### src/rtl/bch_codeword_fetcher_if.sv
// bch_codeword_fetcher_if
//   Bundles the two buses the codeword fetcher sequences: the synchronous
//   helper-data memory read port and the BCH decoder start/result handshake.
//
//   Handshake semantics (both buses):
//     memory : O_mem_rd is a one-cycle read strobe qualified with O_mem_addr;
//              the memory presents I_mem_data one cycle after the edge that
//              sampled the strobe, and holds it until the next strobe.
//     decoder: O_dec_start is a one-cycle pulse that qualifies O_dec_data;
//              O_dec_data stays stable until the next codeword is packed.
//              I_dec_ready is the decoder's valid for I_dec_data; the fetcher
//              is always ready while waiting, so a beat transfers on any edge
//              where I_dec_ready is high and the fetcher is waiting.
//
//   Modports:
//     master : the fetcher (drives address/strobe/start/codeword)
//     slave  : memory + decoder side
interface bch_codeword_fetcher_if #(
  parameter int CODE_BITS = 15,
  parameter int DATA_BITS = 5,
  parameter int MEM_AD_B  = 5,
  parameter int MEM_DA_B  = 8
);
  logic [MEM_AD_B-1:0]  O_mem_addr;
  logic                 O_mem_rd;
  logic [MEM_DA_B-1:0]  I_mem_data;
  logic                 O_dec_start;
  logic [CODE_BITS-1:0] O_dec_data;
  logic [DATA_BITS-1:0] I_dec_data;
  logic                 I_dec_ready;

  modport master (
    output O_mem_addr, O_mem_rd, O_dec_start, O_dec_data,
    input  I_mem_data, I_dec_data, I_dec_ready
  );

  modport slave (
    input  O_mem_addr, O_mem_rd, O_dec_start, O_dec_data,
    output I_mem_data, I_dec_data, I_dec_ready
  );
endinterface

### src/rtl/bch_codeword_fetcher.sv
// bch_codeword_fetcher
//   Reads NUM_CW two-byte codewords from the helper-data memory, packs each
//   into a CODE_BITS word, starts the BCH decoder, waits for its result and
//   assembles the corrected DATA_BITS slices into O_key.
//
//   Optional feature macro: BCH_FETCH_RESP_XOR_EN
//     defined   : adds I_resp / O_resp_idx; packed word is XORed with I_resp
//                 (code-offset reconstruction) before driving the decoder.
//     undefined : packed word goes straight to the decoder.
//
//   Ports:
//     I_clk, I_rst_n : clock (rising edge), asynchronous active-low reset
//     I_en           : clock enable, low freezes all state and gates strobes
//     I_start        : begin a key fetch (honoured in IDLE and DONE only)
//     bus            : memory read port + decoder handshake (master side)
//     O_key          : assembled key, slice k written on decoder ready
//     O_busy         : high outside IDLE/DONE
//     O_done         : high in DONE
//     dbg_state      : current FSM state encoding
module bch_codeword_fetcher #(
  parameter int CODE_BITS = 15,
  parameter int DATA_BITS = 5,
  parameter int NUM_CW    = 4,
  parameter int MEM_AD_B  = 5,
  parameter int MEM_DA_B  = 8
) (
  input  logic                            I_clk,
  input  logic                            I_rst_n,
  input  logic                            I_en,
  input  logic                            I_start,
`ifdef BCH_FETCH_RESP_XOR_EN
  input  logic [CODE_BITS-1:0]            I_resp,
  output logic [((NUM_CW > 1) ? $clog2(NUM_CW) : 1)-1:0] O_resp_idx,
`endif
  bch_codeword_fetcher_if.master          bus,
  output logic [NUM_CW*DATA_BITS-1:0]     O_key,
  output logic                            O_busy,
  output logic                            O_done,
  output logic [2:0]                      dbg_state
);

  localparam int KW   = (NUM_CW > 1) ? $clog2(NUM_CW) : 1;
  localparam int HI_B = CODE_BITS - MEM_DA_B;
  localparam int AW   = KW + 1 + MEM_AD_B;
  localparam logic [KW-1:0] LAST_K = KW'(NUM_CW - 1);

  typedef enum logic [2:0] {
    S_IDLE  = 3'd0,
    S_RD_LO = 3'd1,
    S_RD_HI = 3'd2,
    S_CAP   = 3'd3,
    S_START = 3'd4,
    S_WAIT  = 3'd5,
    S_DONE  = 3'd6
  } state_t;

  state_t               state;
  logic [KW-1:0]        k;
  logic [MEM_DA_B-1:0]  lo_q;
  logic [MEM_AD_B-1:0]  addr_q;
  logic                 rd_q;
  logic                 dec_start_q;
  logic [CODE_BITS-1:0] dec_data_q;
  logic [CODE_BITS-1:0] cw_raw;
  logic [CODE_BITS-1:0] cw_word;

  // Byte address of codeword kk: {kk, half}, zero-extended or truncated.
  function automatic logic [MEM_AD_B-1:0] cw_addr(input logic [KW-1:0] kk,
                                                  input logic half);
    logic [AW-1:0] wide;
    wide = AW'({kk, half});
    return wide[MEM_AD_B-1:0];
  endfunction

  // High byte arrives on the bus in CAP; only its low HI_B bits are used.
  assign cw_raw = {bus.I_mem_data[HI_B-1:0], lo_q};

`ifdef BCH_FETCH_RESP_XOR_EN
  assign cw_word    = cw_raw ^ I_resp;
  assign O_resp_idx = k;
`else
  assign cw_word    = cw_raw;
`endif

  always_ff @(posedge I_clk or negedge I_rst_n) begin
    if (!I_rst_n) begin
      state       <= S_IDLE;
      k           <= '0;
      lo_q        <= '0;
      addr_q      <= '0;
      rd_q        <= 1'b0;
      dec_start_q <= 1'b0;
      dec_data_q  <= '0;
      O_key       <= '0;
      O_busy      <= 1'b0;
      O_done      <= 1'b0;
    end else if (I_en) begin
      dec_start_q <= 1'b0;
      case (state)
        S_IDLE: begin
          if (I_start) begin
            state  <= S_RD_LO;
            addr_q <= cw_addr(k, 1'b0);
            rd_q   <= 1'b1;
            O_busy <= 1'b1;
          end
        end
        S_RD_LO: begin
          state  <= S_RD_HI;
          addr_q <= cw_addr(k, 1'b1);
          rd_q   <= 1'b1;
        end
        S_RD_HI: begin
          // Low byte requested in RD_LO is on the bus now.
          state <= S_CAP;
          lo_q  <= bus.I_mem_data;
          rd_q  <= 1'b0;
        end
        S_CAP: begin
          state       <= S_START;
          dec_data_q  <= cw_word;
          dec_start_q <= 1'b1;
        end
        S_START: begin
          // Ready during the start cycle belongs to no request; skip it.
          state <= S_WAIT;
        end
        S_WAIT: begin
          if (bus.I_dec_ready) begin
            for (int i = 0; i < NUM_CW; i++) begin
              if (k == KW'(i)) O_key[i*DATA_BITS +: DATA_BITS] <= bus.I_dec_data;
            end
            if (k == LAST_K) begin
              state  <= S_DONE;
              O_busy <= 1'b0;
              O_done <= 1'b1;
            end else begin
              state  <= S_RD_LO;
              k      <= k + KW'(1);
              addr_q <= cw_addr(k + KW'(1), 1'b0);
              rd_q   <= 1'b1;
            end
          end
        end
        S_DONE: begin
          if (I_start) begin
            state  <= S_RD_LO;
            k      <= '0;
            O_key  <= '0;
            addr_q <= cw_addr('0, 1'b0);
            rd_q   <= 1'b1;
            O_busy <= 1'b1;
            O_done <= 1'b0;
          end
        end
        default: begin
          state  <= S_IDLE;
          rd_q   <= 1'b0;
          O_busy <= 1'b0;
          O_done <= 1'b0;
        end
      endcase
    end
  end

  // Strobes are gated so a frozen sequencer never issues a read or a start.
  assign bus.O_mem_rd    = rd_q & I_en;
  assign bus.O_dec_start = dec_start_q & I_en;
  assign bus.O_mem_addr  = addr_q;
  assign bus.O_dec_data  = dec_data_q;
  assign dbg_state       = state;

endmodule
### src/flat_wrapper.sv
// flat-port wrapper written by rule: the top's interface ports become plain ports
module bch_codeword_fetcher_flat 
#(
  parameter int CODE_BITS = 15,
  parameter int DATA_BITS = 5,
  parameter int NUM_CW    = 4,
  parameter int MEM_AD_B  = 5,
  parameter int MEM_DA_B  = 8
)
  (I_clk, I_rst_n, I_en, I_start, O_key, O_busy, O_done, dbg_state, bus_O_mem_addr, bus_O_mem_rd, bus_O_dec_start, bus_O_dec_data, bus_I_mem_data, bus_I_dec_data, bus_I_dec_ready);
  bch_codeword_fetcher_if #(.CODE_BITS(CODE_BITS), .DATA_BITS(DATA_BITS), .MEM_AD_B(MEM_AD_B), .MEM_DA_B(MEM_DA_B)) bus_i ();
  input  logic I_clk;
  input  logic I_rst_n;
  input  logic I_en;
  input  logic I_start;
  output logic [NUM_CW*DATA_BITS-1:0] O_key;
  output logic O_busy;
  output logic O_done;
  output logic [2:0] dbg_state;
  output wire logic [$bits(bus_i.O_mem_addr)-1:0] bus_O_mem_addr;
  output wire logic [$bits(bus_i.O_mem_rd)-1:0] bus_O_mem_rd;
  output wire logic [$bits(bus_i.O_dec_start)-1:0] bus_O_dec_start;
  output wire logic [$bits(bus_i.O_dec_data)-1:0] bus_O_dec_data;
  input wire logic [$bits(bus_i.I_mem_data)-1:0] bus_I_mem_data;
  input wire logic [$bits(bus_i.I_dec_data)-1:0] bus_I_dec_data;
  input wire logic [$bits(bus_i.I_dec_ready)-1:0] bus_I_dec_ready;
  assign bus_O_mem_addr = bus_i.O_mem_addr;
  assign bus_O_mem_rd = bus_i.O_mem_rd;
  assign bus_O_dec_start = bus_i.O_dec_start;
  assign bus_O_dec_data = bus_i.O_dec_data;
  assign bus_i.I_mem_data = bus_I_mem_data;
  assign bus_i.I_dec_data = bus_I_dec_data;
  assign bus_i.I_dec_ready = bus_I_dec_ready;
  bch_codeword_fetcher #(.CODE_BITS(CODE_BITS), .DATA_BITS(DATA_BITS), .NUM_CW(NUM_CW), .MEM_AD_B(MEM_AD_B), .MEM_DA_B(MEM_DA_B)) u_core (.I_clk(I_clk), .I_rst_n(I_rst_n), .I_en(I_en), .I_start(I_start), .bus(bus_i), .O_key(O_key), .O_busy(O_busy), .O_done(O_done), .dbg_state(dbg_state));
endmodule
### config.mk
export PLATFORM = sky130hd
export DESIGN_NAME = bch_codeword_fetcher_flat
export DESIGN_NICKNAME = d
export VERILOG_FILES = /design/src/rtl/bch_codeword_fetcher_if.sv /design/src/rtl/bch_codeword_fetcher.sv /design/src/flat_wrapper.sv
export SDC_FILE = /design/constraint.sdc
export NUM_CORES = 1
export LEC_CHECK = 0
export ABC_CLOCK_PERIOD_IN_PS = 1700
export BUFFER_PORTS_ARGS = -buffer_cell sky130_fd_sc_hd__buf_2
export CORE_MARGIN = 5
export CORE_UTILIZATION = 47
export CTS_CLUSTER_DIAMETER = 150
export DETAILED_ROUTE_END_ITERATION = 7
export PLACE_DENSITY = 0.75
export SLEW_MARGIN = 0
export SYNTH_ARGS = -nofsm -noshare
export SYNTH_HDL_FRONTEND = slang
export SYNTH_SLANG_ARGS = --single-unit
### constraint.sdc
create_clock -name I_clk -period 1.7 [get_ports I_clk]
set_input_delay 0.17 -clock I_clk [delete_from_list [all_inputs] [get_ports I_clk]]
set_output_delay 0.17 -clock I_clk [all_outputs]
set_load 0.1 [all_outputs]
==> summary.md <==
| Metric | Value |
|---|---|
| R2r setup slk | `30 ps` |
| F_max | `0.599 GHz` |
| Site Rows | `27` |
| Initial antenna violation count | `0` |
| Final hold vios | `0` |
| Count of pins over their slew limit | `0` |
| Post-synthesis sequential area ratio | `53.3%` |
| Count of final setup violators | `0` |
| Reg2reg path depth | `4` |
| Cell variety after synth | `46` |
| Layout Utilization | `62.1%` |
| Hold EP | `u_core.lo_q[7]$_DFFE_PN0P_` |
| Final Cycle Share | `98.1%` |
| Hold_sp | `bus_I_mem_data[7]` |
| Total congestion overflow | `0` |
| First DRT Iteration DRCs | `96` |
| Number of diodes | `0` |
| Die Wd | `84.1 µm` |
| Async set-reset flop share out of synthesis | `100%` |
| Buffers on Ports | `62` |
| Status | `completed` |
| WL/cell | `16.5 µm` |
| Adder-Cell Fraction of Synth Area | `1.94%` |
| Cells along the critical path | `nand3b_1, a21oi_4, o21a_4, mux2_2` |
| Crit Reg-Reg Endpoint | `u_core.O_key[9]$_DFFE_PN0P_` |
| Syn Area/Cell | `12.8 µm²` |
| Worst Path Required | `1890 ps` |
| DIE AREA | `7070 µm²` |
| TritonCTS clock tree | `built` |
| Commonest non-fill, non-tap cell in the layout | `buf_2` |
| CP max-delay cell | `dfrtp_4` |
| Yosys warning count | `0` |
| Global-route wire length before repair | `9.67 mm` |
| Cell taking the most area after synthesis | `dfrtp_1` |
| Final worst path period need | `1670 ps` |
| Number of CTS-inserted buffers | `5` |
| Flip-flop and latch area | `1390 µm²` |
| Clock skew | `5.85 ps` |
| Main synth FF type | `dfrtp_1` |
| Post-synthesis mux area share | `19.2%` |
| Layout net count | `306` |
| Cells after Synth | `201` |
| CP Class | `flop to flop` |
| Xor and xnor area share after synthesis | `0%` |
| Compound-gate portion of the synthesized area | `12.0%` |
| Layout cells sized above 1 | `54.7%` |
| Pin count of the biggest net entering global routing | `56` |
| Crit. End Element | `flop` |
| Chip height | `84.1 µm` |
| Core area | `5410 µm²` |
| CTS sink cnt | `55` |
| Initial DRT Pass Iterations | `4` |
| CP Max Fanout | `8` |
| Most frequent cells in the layout | `buf_2 (62), dfrtp_1 (52), mux2_2 (37)` |
| Setup WS pre-CTS | `4.41 ps` |
| Via count | `1857` |
| Post-synth EDFFs | `0` |
| RSZ-0062 raised after global routing | `true` |
| #FFs+latches synth | `55` |
| Starting Density | `47.7%` |
| Vias per std cell | `5.20` |
| Clock Latency Late Sink | `310 ps` |
| Hold path depth | `2` |
| Critical path data arrival time | `1860 ps` |
| RePlAce Congestion | `0.863` |
| Routed wire length | `5.90 mm` |
| Total track usage | `16.9%` |
| Clock transition at the registers of the reported paths | `90 ps` |
| Root buf cell | `clkbuf_8` |
| Top cells by area, synth | `dfrtp_1 (53%), mux2_2 (17%), mux2_1 (2.2%)` |
| # DRC | `0` |
| Multi-input gate area | `1180 µm²` |
| FILL cells | `404` |
| Synth top area share | `53.3%` |
| Combinational family with the most area after synthesis | `multiplexers` |
| RR Startpoint | `u_core.dbg_state[0]$_DFFE_PN0P_` |
| Syn-to-layout area delta | `30.1%` |
| Post-DP HPWL | `4.14 mm` |
| H-tree depth | `2` |
| CP max stage delay | `540 ps` |
| Clk buf depth | `2` |
| Simple-Gate Fraction of Synth Area | `9.31%` |
| Max-Cap Viols | `0` |
| DRT antenna net count | `0` |
| Fin worst setup slack | `31.8 ps` |
| Vias in the first global route | `1936` |
| Startpoint Class | `flop` |
| Mapped Area | `2580 µm²` |
| Worst min path class | `input pin to flop` |
| Boundary Pins | `65` |
per-layer routing:
layer  GRT usage (%)  routed length (µm)
met5               0                   0
met4            4.09                  26
met3            4.64                 333
met2            27.5                2950
met1            22.4                2590
metrics by stage:
stage	std cells	instance area, µm²	setup TNS [ps]	hold WS [ps]
2_1_floorplan	202	2610	-2040	-126
3_3_place_gp	341	3080	0	188
3_5_place_dp	341	3080	0	190
4_1_cts	352	3230	0	74.4
5_1_grt	357	3360	-196	63.0
6_report	357	3360	0	80.6
registers in the layout, indices dropped and copies added (netlist names):
| name | flops |
|---|---|
| u_core.lo_q | 8 |
| u_core.O_done | 1 |
| u_core.O_busy | 1 |
| u_core.bus.O_mem_addr | 3 |
| u_core.k | 2 |
| u_core.dec_start_q | 1 |
| u_core.rd_q | 1 |
| u_core.bus.O_dec_data | 15 |
| u_core.dbg_state | 3 |
| u_core.O_key | 20 |
cell usage after synthesis (2+ instances only):
library cell	n
o22ai_1	5
nand2b_1	3
nand3b_1	2
dfrtp_1	55
nor2_1	4
and2_1	8
nand2_1	8
a22o_1	3
mux2_1	5
o21ai_0	7
o21a_2	3
buf_4	4
a2bb2oi_1	6
clkbuf_1	2
buf_2	3
ha_1	4
inv_1	11
a21oi_1	3
mux2_2	38
final cells by class:
type | count | share of cell area (%)
clock buffer | 6 | 2.46
tap | 72 | 2.68
multi-input combinational | 126 | 35.3
timing repair buffer | 85 | 16.0
inverter | 11 | 1.23
clock inverter | 2 | 1.04
sequential | 55 | 41.3
critical path: cells and delay by family, from the launching register on:
family	cells	cell delay (ps)
multiplexers	1	340
AO/OA/AOI/OAI	2	460
AND/OR/NAND/NOR	1	220
flip-flops	1	540
cells by family after synthesis:
| kind of cell | Yosys count |
|---|---|
| fa+ha+maj | 4 |
| other cells | 1 |
| buf+inv | 21 |
| mux | 44 |
| flops | 55 |
| simple gates | 35 |
| compound gates | 41 |
worst max path at each step:
stage / start / end / slack, ps
CTS: u_core.dbg_state[0]$_DFFE_PN0P_ / u_core.O_key[3]$_DFFE_PN0P_ / 0.7
finish: u_core.dbg_state[0]$_DFFE_PN0P_ / u_core.O_key[9]$_DFFE_PN0P_ / 30
global route: u_core.dbg_state[1]$_DFFE_PN0P_ / u_core.dbg_state[1]$_DFFE_PN0P_ / -30
global placement: u_core.k[0]$_DFFE_PN0P_ / u_core.bus.O_mem_addr[2]$_DFFE_PN0P_ / 30
floorplan: u_core.dbg_state[0]$_DFFE_PN0P_ / u_core.O_key[0]$_DFFE_PN0P_ / -130
detailed placement: u_core.k[0]$_DFFE_PN0P_ / u_core.bus.O_mem_addr[2]$_DFFE_PN0P_ / 4
timing repair:
action                     CTS  global route
hold buffers                 1             0
resized for setup            2            13
hold endpoints to repair    55             0
setup endpoints to repair    4            19
pin swaps                    2             5
setup buffers                2             5
Power is left out: the tool's default activity adds up to more than one toggle a clock period on the data nets, which glitch-free logic cannot reach.
